--- src/rtl/rv_dbus_arb_pkg.sv ---
//   +--------------------------------------------------------------------+
//   | Module   : rv_dbus_arb_pkg                                         |
//   | Purpose  : Shared types for the dpram port-B data-bus arbiter.     |
//   |            u32_t / u4_t bus types, arbiter state enum and master   |
//   |            identifiers used by the round-robin "last" register.    |
//   | Ports    : none (package)                                          |
//   | Macros   : none here; RV_ARB_LOCK_EN is consumed by rv_dbus_arb.   |
//   | Revision : 1.0  initial release                                    |
//   +--------------------------------------------------------------------+
`default_nettype none
`timescale 1ns/1ps

package rv_dbus_arb_pkg;

   typedef logic [31:0] u32_t;
   typedef logic [3:0]  u4_t;

   // LOCK1 is only reachable when the lock feature is built in.
   typedef enum logic [0:0] {
      ARB   = 1'b0,
      LOCK1 = 1'b1
   } arb_state_t;

   // Master identifiers as held in the round-robin "last granted" register.
   localparam logic c_M0 = 1'b0;
   localparam logic c_M1 = 1'b1;

endpackage : rv_dbus_arb_pkg

`default_nettype wire

--- src/rtl/rv_dbus_arb.sv ---
//   +--------------------------------------------------------------------+
//   | Module   : rv_dbus_arb                                             |
//   | Purpose  : Two-master arbiter for dpram port B. The core (m0) and a |
//   |            secondary master (m1, DMA / loader) share the RAM; the  |
//   |            loser is stalled through its rdy output. Grant is       |
//   |            combinational (no wait state for a lone requester),     |
//   |            round-robin under contention.                           |
//   | Ports    : clk_i, xreset_i (sync, active-low)                      |
//   |            m0_*_i / m0_dr_o / m0_rdy_o     core data port          |
//   |            m1_*_i / m1_dr_o / m1_rdy_o / m1_rvalid_o  2nd master   |
//   |            m1_lock_i   exclusive-ownership request (lock build)    |
//   |            s_en_o, s_we_o, s_adr_o, s_dw_o, s_dr_i   dpram port B  |
//   | Macros   : RV_ARB_LOCK_EN  adds m1_lock_i and the LOCK1 state      |
//   | Revision : 1.0  initial release                                    |
//   +--------------------------------------------------------------------+
`default_nettype none
`timescale 1ns/1ps

module rv_dbus_arb
   import rv_dbus_arb_pkg::*;
#(
   parameter int AW = 13
) (
   input  logic          clk_i,
   input  logic          xreset_i,
   // core data port
   input  u32_t          m0_adr_i,
   input  logic          m0_re_i,
   input  u4_t           m0_we_i,
   input  u32_t          m0_dw_i,
   output u32_t          m0_dr_o,
   output logic          m0_rdy_o,
   // secondary master
   input  u32_t          m1_adr_i,
   input  logic          m1_re_i,
   input  u4_t           m1_we_i,
   input  u32_t          m1_dw_i,
   output u32_t          m1_dr_o,
   output logic          m1_rdy_o,
   output logic          m1_rvalid_o,
`ifdef RV_ARB_LOCK_EN
   input  logic          m1_lock_i,
`endif
   // dpram port B
   output logic          s_en_o,
   output u4_t           s_we_o,
   output logic [AW-1:0] s_adr_o,
   output u32_t          s_dw_o,
   input  u32_t          s_dr_i
);

   // Round-robin pick, returns {grant_m1, grant_m0}. Under contention the
   // master that was not granted last wins.
   function automatic logic [1:0] rr_pick(input logic req0, input logic req1,
                                          input logic last);
      if (req0 && req1) begin
         return (last == c_M1) ? 2'b01 : 2'b10;
      end
      return {req1, req0};
   endfunction

   logic       last_q, last_d;
   logic       rd_pend_q, rd_pend_d;
   logic       rd_owner_q, rd_owner_d;

   logic       w_m0_req, w_m1_req;
   logic       w_m0_rd, w_m1_rd;
   logic [1:0] w_pick;
   logic       w_gnt0, w_gnt1;

   // Byte-lane bits and bits above the RAM window are not decoded here.
   logic       w_unused_adr;
   assign w_unused_adr = ^{m0_adr_i[31:AW+2], m0_adr_i[1:0],
                           m1_adr_i[31:AW+2], m1_adr_i[1:0]};

   assign w_m0_req = m0_re_i | (m0_we_i != 4'h0);
   assign w_m1_req = m1_re_i | (m1_we_i != 4'h0);
   // Any byte enable turns the access into a write, even with re set.
   assign w_m0_rd  = m0_re_i & (m0_we_i == 4'h0);
   assign w_m1_rd  = m1_re_i & (m1_we_i == 4'h0);

`ifdef RV_ARB_LOCK_EN
   arb_state_t state_q, state_d;
   logic       w_lock_hold;

   // The lock only holds while m1 keeps m1_lock_i high; the cycle it drops
   // is already arbitrated normally.
   assign w_lock_hold = (state_q == LOCK1) & m1_lock_i;

   always_comb begin
      w_pick = rr_pick(w_m0_req, w_m1_req, last_q);
      if (w_lock_hold) begin
         w_pick = {w_m1_req, 1'b0};
      end
   end

   assign state_d = (m1_lock_i && ((state_q == LOCK1) || w_gnt1)) ? LOCK1 : ARB;

   always_ff @(posedge clk_i) begin
      if (!xreset_i) begin
         state_q <= ARB;
      end else begin
         state_q <= state_d;
      end
   end
`else
   assign w_pick = rr_pick(w_m0_req, w_m1_req, last_q);
`endif

   // Nothing is granted while reset is held, regardless of requests.
   assign w_gnt0   = xreset_i & w_pick[0];
   assign w_gnt1   = xreset_i & w_pick[1];

   assign m0_rdy_o = w_gnt0;
   assign m1_rdy_o = w_gnt1;

   // Slave mux straight from the granted master.
   always_comb begin
      s_en_o  = w_gnt0 | w_gnt1;
      s_we_o  = 4'h0;
      s_adr_o = m0_adr_i[AW+1:2];
      s_dw_o  = m0_dw_i;
      if (w_gnt1) begin
         s_we_o  = m1_we_i;
         s_adr_o = m1_adr_i[AW+1:2];
         s_dw_o  = m1_dw_i;
      end else if (w_gnt0) begin
         s_we_o  = m0_we_i;
      end
   end

   always_comb begin
      last_d = last_q;
      if (w_gnt0) begin
         last_d = c_M0;
      end
      if (w_gnt1) begin
         last_d = c_M1;
      end
      rd_pend_d  = (w_gnt0 & w_m0_rd) | (w_gnt1 & w_m1_rd);
      rd_owner_d = w_gnt1;
   end

   always_ff @(posedge clk_i) begin
      if (!xreset_i) begin
         last_q     <= c_M1;     // m0 wins the first contention
         rd_pend_q  <= 1'b0;
         rd_owner_q <= c_M0;
      end else begin
         last_q     <= last_d;
         rd_pend_q  <= rd_pend_d;
         rd_owner_q <= rd_owner_d;
      end
   end

   // RAM read data is shared; m0 samples it by fixed one-cycle latency,
   // m1 gets an explicit valid. Reset masks a read still in flight.
   assign m0_dr_o     = s_dr_i;
   assign m1_dr_o     = s_dr_i;
   assign m1_rvalid_o = xreset_i & rd_pend_q & (rd_owner_q == c_M1);

endmodule : rv_dbus_arb

`default_nettype wire

--- config.mk ---
export PLATFORM = sky130hd
export DESIGN_NAME = rv_dbus_arb
export DESIGN_NICKNAME = d
export VERILOG_FILES = /design/src/rtl/rv_dbus_arb_pkg.sv /design/src/rtl/rv_dbus_arb.sv
export SDC_FILE = /design/constraint.sdc
export NUM_CORES = 1
export LEC_CHECK = 0
export CORE_AREA = 2 2 112 114
export CTS_CLUSTER_SIZE = 30
export DETAILED_ROUTE_END_ITERATION = 8
export DIE_AREA = 0 0 114 116
export DONT_BUFFER_PORTS = 1
export PLACE_DENSITY = 0.3
export SYNTH_ARGS = -nofsm -noshare
export SYNTH_HDL_FRONTEND = slang
export SYNTH_SLANG_ARGS = --single-unit
--- constraint.sdc ---
create_clock -name clk_i -period 7.95 [get_ports clk_i]
set_input_delay 1.9875 -clock clk_i [delete_from_list [all_inputs] [get_ports clk_i]]
set_output_delay 1.9875 -clock clk_i [all_outputs]
set_load 0.005 [all_outputs]
# Word level (Yosys, flattened, before mapping)
# Cells that the tools add are included.
dict set report word_totals {
  ff_bits 3
  in_bits 172
  out_inout_bits 117
  wordCells 30
}
dict set report op_classes {
  muxes 8
  bitwise_logic 13
  n_reduce_logical 6
}
# op count
set ops {}
lappend ops {{32-bit two-way mux} 1}
lappend ops {{13-bit two-way mux} 1}
lappend ops {{1-bit AND} 8}
lappend ops {{4-bit zero test} 2}
lappend ops {{4-bit two-way mux} 2}
lappend ops {{4-bit nonzero test} 2}
lappend ops {{2-bit two-way mux} 3}
lappend ops {{1-bit OR} 4}
lappend ops {{2-bit OR reduction} 1}
lappend ops {{1-bit logical AND} 1}
lappend ops {{1-bit two-way mux} 1}
lappend ops {{1-bit NOT} 1}

# Longest topological paths before layout
# Gate-level depths: netlist of run 1.
dict set report depth {
  ltp_word 8
  ltp_mapped 6
  depth_no_buf 4
}

# Worst setup path before layout of run 1
# Ideal clock, no wire load.
dict set report synth_timing {
  path_type {input to output}
  start {input port m0_we_i[0]}
  end {output port s_adr_o[0]}
  arrival_ps 3514
  required_ps 5963
  path_slack_ps 2449
  path_stages 6
  path_buffers 2
  cell_sequence {or4_4 -> o21ai_4 -> and3_1 -> buf_6 -> buf_12 -> mux2_4}
}
dict set report synth_between {
  elab_chain_cells 7
}
# element line_no
set synth_lines {}
lappend synth_lines {{start: declaration} rv_dbus_arb.sv:29} ;# input u4_t m0_we_i,
lappend synth_lines {{4-bit nonzero test} rv_dbus_arb.sv:76} ;# assign w_m0_req = m0_re_i | (m0_we_i != 4'h0);
lappend synth_lines {{1-bit OR} rv_dbus_arb.sv:76}
lappend synth_lines {{1-bit logical AND} rv_dbus_arb.sv:56} ;# if (req0 && req1) begin
lappend synth_lines {{1-bit two-way mux} rv_dbus_arb.sv:56}
lappend synth_lines {{2-bit two-way mux} rv_dbus_arb.sv:59} ;# return {req1, req0};
lappend synth_lines {{1-bit AND} rv_dbus_arb.sv:112} ;# assign w_gnt1 = xreset_i & w_pick[1];
lappend synth_lines {{13-bit two-way mux} rv_dbus_arb.sv:123} ;# if (w_gnt1) begin
lappend synth_lines {{end: declaration} rv_dbus_arb.sv:47} ;# output logic [AW-1:0] s_adr_o,
# Every way passes these cells.

# Worst setup path in the final report of run 1
dict set report layout_timing {
  start {input port m0_we_i[0]}
  end {output port s_dw_o[24]}
}
dict set report layout_between {
  elab_chain_cells 7
}
# element line_no
set layout_lines {}
lappend layout_lines {{4-bit nonzero test} rv_dbus_arb.sv:76}
lappend layout_lines {{1-bit OR} rv_dbus_arb.sv:76}
lappend layout_lines {{1-bit logical AND} rv_dbus_arb.sv:56}
lappend layout_lines {{1-bit two-way mux} rv_dbus_arb.sv:56}
lappend layout_lines {{2-bit two-way mux} rv_dbus_arb.sv:59}
lappend layout_lines {{1-bit AND} rv_dbus_arb.sv:112}
lappend layout_lines {{32-bit two-way mux} rv_dbus_arb.sv:123}
lappend layout_lines {{end: declaration} rv_dbus_arb.sv:48} ;# output u32_t s_dw_o,
# Every way passes these cells.

==> impl_metrics.tcl, run 1 <==
set metrics [dict create \
    io_pins 289 \
    syn-num-nets 321 \
    stdcell_count 232 \
    path_delay_family "simple AND/OR/NAND/NOR gates" \
    wl_um 3340 \
    maxCapViolations 0 \
    netlist_top_cells_area "mux2_4 (40%), buf_4 (33%), buf_12 (5.5%), mux2_2 (4.6%), dfxtp_1 (4.1%)" \
    cts_sinks 3 \
    cp.buffers_inverters 1 \
    syn_inst 149 \
    wl_met2_um 1656 \
    areaGrowthSynthToFinish_pct -20.22 \
    antennaDiodeCount 0 \
    max_slew_margin 0.5522 \
    antenna_found_initial 0 \
    ys_seq_area_frac 0.04096 \
    syn_area_um2 1466 \
    routed-via-count 751 \
    yosys.area.top_type "mux2_4" \
    dr.pass1.iters 4 \
    cp-end-kind "primary output" \
    grtUsageTotal 0.03946 \
    grt_pass1_vias 704 \
    irDropWorstVdd_mv 0.02844 \
    worst_pin_slew_ns 0.6656 \
    first_iter_violations 14 \
    worstSkewPairLatency_ns 0.23 \
    powerDensity_nw_per_um2 128.5 \
    cts_made_buffers 3 \
    rsz0062_at_grt "false" \
    synth_top_area_frac 0.3993 \
    place.port_buffers 0 \
    postSynthAreaPerCell_um2 9.842 \
    top_layer "met4" \
    cp_max_fo 24 \
    placedCellCount 228 \
    path_clk_slew_ns 0.03 \
    dpl.hpwl_um 3005 \
    critPathMaxStageDelay_ns 0.56 \
    cp_slowest_cell "or4_4" \
    ctsResizeCount 0 \
    die_h_um 116 \
    final_nets 258 \
    crit_arrival_ns 4.01 \
    fin_tns_setup_ns 0 \
    p_leak_nw 0.4415 \
    clock_tree.root_cell "clkbuf_16" \
    htree_num_levels 1 \
    synthDistinctLibCells 22 \
    met3_length_um 464 \
    post-cts-setup-buffer-count 0 \
    crit_chain "or4_4 -> o21ai_4 -> and3_2 -> buf_4 -> mux2_2" \
    core-area_um2 11910 \
    wl_met1_um 1171 \
    setup_violations 0 \
    die_x_um 114 \
    fin_worst_skew_ns 0.001081 \
    gp_congestion 0.6132 \
    cp-start-kind "input port" \
    required_ns 5.96 \
    clock_path_buffers 2 \
    drive_above_1_share 0.6353 \
    hold_buffers 0 \
    grt_max_degree 25 \
    drc 0 \
    cts_tree "built" \
    status "complete, no violations" \
    yosys_warnings 0 \
    fp-row-count 40 \
    fin_crit_sh 0.7538 \
    viasPerCell 3.237 \
    hold_viol 0 \
    detail_route.wl_per_cell_um 14.40 \
    grt-ovfl-total 0 \
    grt_pass1_wl_um 3788 \
    ant_nets 0 \
    start_util 0.1231 \
    path_class "input port to primary output" \
    die-area_um2 13220 \
    hp-class "flop to flop" \
    synth_seq_cells 3 \
    maxSlewViolCount 0 \
    fin_crit_ns 5.993 \
    fmax_mhz 166.9 \
    reg2reg_slack_ns 7.05 \
]
[layout by cell type (no fill, tap or decap), drive strengths merged]
master / instances
a21boi: 1
a21oi: 1
and3: 3
buf: 2
clkbuf: 4
dfxtp: 3
mux2: 45
nand2: 6
nand2b: 1
nand3: 4
nor2: 3
nor2b: 1
nor3b: 1
nor4: 1
o21a: 1
o21ai: 7
or4: 1
[Yosys cell counts, drive strengths merged]
master	instances
a21oi	1
o21ai	7
nor4	1
buf	69
nor2b	1
or4	1
dfxtp	3
mux2	45
a21boi	1
nand2b	1
clkbuf	1
and3	3
o21a	1
nand2	6
nor2	3
nor3b	1
nand3	4
[cell type report]
class	count	area (um^2)
clock buffer	4	78.83
timing repair buffer	2	15.01
tap	147	183.9
multi-input combinational	76	832.0
fill	1375	10740
sequential	3	60.06
[power breakdown]
group | internal, mW | leakage [nW] | switching [mW]
registers | 0.0160 | 0.0247 | 0.000746
clock network | 0.0662 | 0.0382 | 0.0144
logic | 0.0314 | 0.379 | 0.0215
total | 0.114 | 0.441 | 0.0366
[layer usage]
metal | track usage | up-vias
met2 | 0.06587 | 109
met3 | 0.01360 | 10
met5 | 0 | -
met1 | 0.04513 | 317
li1 | - | 315
met4 | 0.01951 | 0
[per-stage QoR]
step / hold slack (ns) / power (mW) / setup slack (ns) / area (um^2) / util
after floorplan: 0.5741 / 0.09551 / 2.449 / 1466 / -
after global placement: 0.6219 / 0.07125 / 1.941 / 1091 / 0.09160
after detailed placement: 0.6180 / 0.07094 / 1.927 / 1091 / 0.09160
after CTS: 0.6274 / 0.1529 / 1.924 / 1170 / 0.09821
after global routing: 0.6607 / 0.1569 / 1.861 / 1170 / 0.09821
final: 0.6395 / 0.1503 / 1.957 / 1170 / 0.09821
[worst register-to-register path, stage by stage (launching register included)]
cell	delay, ns
dfxtp_1	0.42
o21ai_0	0.12
a21oi_1	0.17
o21a_1	0.13
[cells by family after synthesis]
| group | count (synthesis) | synth area share |
|---|---|---|
| buf+inv | 70 | 0.3925 |
| mux | 45 | 0.4454 |
| simple gates | 21 | 0.07595 |
| compound gates | 10 | 0.04523 |
| flops | 3 | 0.04096 |
[sequential cells by signal (all words and copies together) (netlist names)]
register,flops
last_q,1
rd_pend_q,1
rd_owner_q,1
[final timing paths]
| check | endpoint | from | depth (start not counted) |
|---|---|---|---|
| max | s_dw_o[24] | m0_we_i[0] | 5 |
| min | rd_pend_q | last_q | 2 |
| max reg2reg | rd_pend_q | last_q | 3 |
| min reg2reg | rd_pend_q | last_q | 2 |
No activity file was read; power rests on OpenSTA's default activity.
==> run 2: changes to the inputs <==
- clock period: 7.95 -> 4.93 ns (I/O delays scaled with it)
==> run 2 against run 1 <==
Net effect:
- sequential share of layout area is essentially flat
- critical path depth is the same
- critical endpoint is now s_dw_o[31]
- non-clock buffer count shrank 1
- critical path type unchanged
- largest power group unchanged
- sequential cell count is the same
==> impl_metrics.tcl, run 2 (synthesized netlist as in run 1, its figures left out) <==
set metrics [dict create \
    start_util 0.1231 \
    fmax_mhz 235.3 \
    maxCapViolations 0 \
    setup_violations 0 \
    die-area_um2 13220 \
    final_area_um2 1175 \
    fp-row-count 40 \
    cts_made_buffers 3 \
    crit_arrival_ns 3.02 \
    powerDensity_nw_per_um2 205.3 \
    first_iter_violations 13 \
    place_area_um2 1096 \
    post-cts-setup-buffer-count 0 \
    grt_pass1_wl_um 3574 \
    grtUsageTotal 0.03749 \
    worstSkewPairLatency_ns 0.22 \
    cp.buffers_inverters 1 \
    critPathMaxStageDelay_ns 0.55 \
    die_x_um 114 \
    rsz0062_at_grt "false" \
    status "complete, no violations" \
    hp-class "flop to flop" \
    routed-via-count 764 \
    ff2ff_path_depth 3 \
    worst_pin_slew_ns 0.6349 \
    path_class "input port to primary output" \
    cp_max_fo 46 \
    cts_sinks 3 \
    clock_path_buffers 2 \
    grt_pass1_vias 634 \
    startpoint "m0_we_i[0]" \
    viasPerCell 3.307 \
    final_nets 257 \
    cp_slowest_cell "or4_4" \
    clock_tree.root_cell "clkbuf_16" \
    r2r-end "rd_pend_q" \
    reg2reg_slack_ns 4.04 \
    detail_route.wl_per_cell_um 13.97 \
    fin_tns_setup_ns 0 \
    top_regs "last_q x1, rd_owner_q x1, rd_pend_q x1" \
    antennaDiodeCount 0 \
    hold_buffers 0 \
    maxSlewViolCount 0 \
    htree_num_levels 1 \
    gp_congestion 0.6331 \
    cp-end-kind "primary output" \
    fin_worst_skew_ns 0.001523 \
    grt-ovfl-total 0 \
    p_leak_nw 0.4396 \
    ctsResizeCount 0 \
    irDropWorstVdd_mv 0.1263 \
    crit_chain "or4_4 -> o21ai_4 -> and3_2 -> buf_12 -> mux2_2" \
    hp-start "last_q" \
    holdWs_ns 0.6245 \
    max_slew_margin 0.5728 \
    path_delay_family "simple AND/OR/NAND/NOR gates" \
    hold_viol 0 \
    fin_crit_ns 4.250 \
    cp-start-kind "input port" \
    p_total_uw 241.2 \
    hold_depth 2 \
    ant_nets 0 \
    final_cell_mix "mux2_4 (39), nand2_1 (6), o21ai_0 (6), mux2_2 (6), nand3_1 (4)" \
    core-area_um2 11910 \
    io_pins 289 \
    reg2reg_from "last_q" \
    areaGrowthSynthToFinish_pct -19.88 \
    die_h_um 116 \
    path_clk_slew_ns 0.03 \
    fin_crit_sh 0.8621 \
    cts_tree "built" \
    dr.pass1.iters 4 \
    drc 0 \
    layout_commonest_cell "mux2_4" \
    required_ns 3.70 \
    place.port_buffers 0 \
    drive_above_1_share 0.6310 \
    grt_max_degree 47 \
    holdPathEnd "last_q" \
    antenna_found_initial 0 \
    wl_um 3227 \
]
## run 2: cell count changes in the layout (fill, tap and decap cells not counted), sizes merged
cell and delta:
buf -1
## run 2: area by class of cell
| type | instances | area, um^2 |
|---|---|---|
| fillers | 1369 | 10740 |
| multi-input cells | 76 | 832.0 |
| well taps | 147 | 183.9 |
| clock buffers | 4 | 78.83 |
| flip-flops and latches | 3 | 60.06 |
| repair buffers | 1 | 20.02 |
## run 2: power by group
group          switching [mW]  internal [mW]  total [mW]
sequential            0.00121         0.0258      0.0270
clock                  0.0218          0.107       0.128
combinational          0.0343         0.0514      0.0858
total                  0.0573          0.184       0.241
## run 2: how the worst max path moves through the flow
| stage | end | depth (start not counted) |
|---|---|---|
| final | s_dw_o[31] | 5 |
| after global routing | s_dw_o[31] | 5 |
| after CTS | s_dw_o[24] | 5 |
| after detailed placement | s_dw_o[24] | 5 |
| after global placement | s_dw_o[24] | 5 |
| after floorplan | s_adr_o[0] | 6 |
## run 2: metal layers
layer  global-route usage  share of wire  vias up  wire, um
li1                     -              -      314         -
met4              0.01463          0.016        0        52
met2              0.05992           0.48      113      1561
met5                    0              0        -         0
met1              0.04075           0.33      325      1064
met3              0.02249           0.17       12       549
## run 2: through the flow
stage                        util  instances  worst slack (ns)
after global routing      0.09863        231            0.5952
after detailed placement  0.09202        227            0.6614
final                     0.09863        231            0.6799
after global placement    0.09202        227            0.6725
after floorplan                 -        149            0.9389
after CTS                 0.09863        231            0.6601
## run 2: tightest hold or removal path: cells and delay by family (launching register included)
kind               cells  cell delay (ns)
DFF                    1             0.35
AOI/OAI and AO/OA      1             0.17
and+or+nand+nor        1             0.05
==> run 3: changes to the inputs <==
- PLACE_DENSITY: 0.3 -> unset
- clock period: 4.93 -> 4.8 ns (I/O delays scaled with it)
==> run 3 against run 2 <==
Net effect:
- first-iteration DRC count rose to 3.4 times the previous value
- critical endpoint is now s_adr_o[12]
- via count grew 1.6%
- combinational power grew 4.5%
- global-route usage grew 0.39 points
- non-clock buffer count unchanged
- sequential power rose by 3%
- final cell count stayed put
==> impl_metrics.tcl, run 3 (synthesized netlist as in run 1, its figures left out) <==
set metrics [dict create \
    status "complete, no violations" \
    antennaDiodeCount 0 \
    setup_violations 0 \
    worstSkewPairLatency_ns 0.22 \
    pre_cts_slack_ns 0.5511 \
    cp-start-kind "input port" \
    antenna_found_initial 0 \
    p_seq_frac 0.111 \
    timing.final.ws_setup_ns 0.5931 \
    drc 0 \
    final_nets 257 \
    hp-class "flop to flop" \
    detail_route.wl_per_cell_um 15.43 \
    fin_crit_sh 0.8764 \
    grt-ovfl-total 0 \
    fp-row-count 40 \
    grtUsageTotal 0.04142 \
    clock_power_share 0.531 \
    final_cell_mix "mux2_4 (39), nand2_1 (6), o21ai_0 (6), mux2_2 (6), nand3_1 (4)" \
    io_pins 289 \
    cp_max_fo 46 \
    post-cts-setup-buffer-count 0 \
    dr.pass1.iters 4 \
    fin_crit_ns 4.207 \
    htree_num_levels 1 \
    worst_pin_slew_ns 0.8318 \
    stdcell_count 231 \
    gp_congestion 0.6307 \
    grt_pass1_vias 772 \
    max_slew_margin 0.4404 \
    hold_viol 0 \
    crit_arrival_ns 3.01 \
    place.port_buffers 0 \
    rsz0062_at_grt "false" \
    maxCapViolations 0 \
    ctsResizeCount 0 \
    switching_share 0.2455 \
    clock_path_buffers 2 \
    pwr-share-comb 0.358 \
    fin_tns_setup_ns 0 \
    viasPerCell 3.359 \
    fin_worst_skew_ns 0.002357 \
    powerDensity_nw_per_um2 213.2 \
    clock_tree.root_cell "clkbuf_16" \
    grt_pass1_wl_um 4077 \
    required_ns 3.60 \
    cts_made_buffers 3 \
    cts_sinks 3 \
    start_util 0.1231 \
    maxSlewViolCount 0 \
    die-area_um2 13220 \
    irDropWorstVdd_mv 0.08591 \
    first_iter_violations 44 \
    dpl.hpwl_um 3070 \
    core-area_um2 11910 \
    p_leak_nw 0.4396 \
    internal-power_uw 189.0 \
    holdWs_ns 0.6659 \
    die_h_um 116 \
    layout_commonest_cell "mux2_4" \
    path_clk_slew_ns 0.03 \
    ant_nets 0 \
    hold_buffers 0 \
    wl_um 3564 \
    cts_tree "built" \
    die_x_um 114 \
    areaGrowthSynthToFinish_pct -19.88 \
    drive_above_1_share 0.6310 \
    placedCellCount 227 \
    path_class "input port to primary output" \
    routed-via-count 776 \
    fin_util 0.09863 \
    top_regs "last_q x1, rd_owner_q x1, rd_pend_q x1" \
    fmax_mhz 237.7 \
    power.switching_uw 61.49 \
    grt_max_degree 47 \
    cp-end-kind "primary output" \
]
-- run 3: cell counts in the layout (fill, tap and decap cells not counted) --
No cell type changed its count.
-- run 3: area by class of cell --
type	count	area [um^2]
timing repair buffer	1	20.02
sequential	3	60.06
fill	1346	10740
multi-input combinational	76	832.0
clock buffer	4	78.83
tap	147	183.9
-- run 3: final timing paths --
kind,cells after the start,slack (ns),endpoint,start
worst min-delay path,2,0.67,last_q,last_q
worst max-delay path,5,0.59,s_adr_o[12],m0_we_i[0]
worst min register to register,2,0.67,last_q,last_q
worst max register to register,3,3.84,rd_pend_q,last_q
-- run 3: stage by stage --
step           power [mW]  cell area (um^2)
6_report           0.2505              1175
2_1_floorplan      0.1582              1466
4_1_cts            0.2536              1175
3_5_place_dp       0.1184              1096
3_3_place_gp       0.1177              1096
5_1_grt            0.2610              1175
-- run 3: power by group through the flow --
stage / Clock (mW) / Combinational (mW) / Sequential [mW]
after global placement: 0 / 0.0898 / 0.0279
after global routing: 0.137 / 0.0960 / 0.0279
after floorplan: 0 / 0.130 / 0.0277
after detailed placement: 0 / 0.0904 / 0.0280
final: 0.133 / 0.0897 / 0.0278
after CTS: 0.135 / 0.0908 / 0.0277
-- run 3: per-layer routing --
metal,part of all wire,up-vias,global-route usage
met5,0,-,0
met4,0.0025,0,0.01382
met3,0.13,2,0.01151
met2,0.56,109,0.08929
met1,0.31,351,0.03570
li1,-,314,-
-- run 3: worst max-delay path, cell delays in order --
cell	delay [ns]
or4_4	0.57
o21ai_4	0.24
and3_2	0.25
buf_12	0.28
mux2_2	0.42
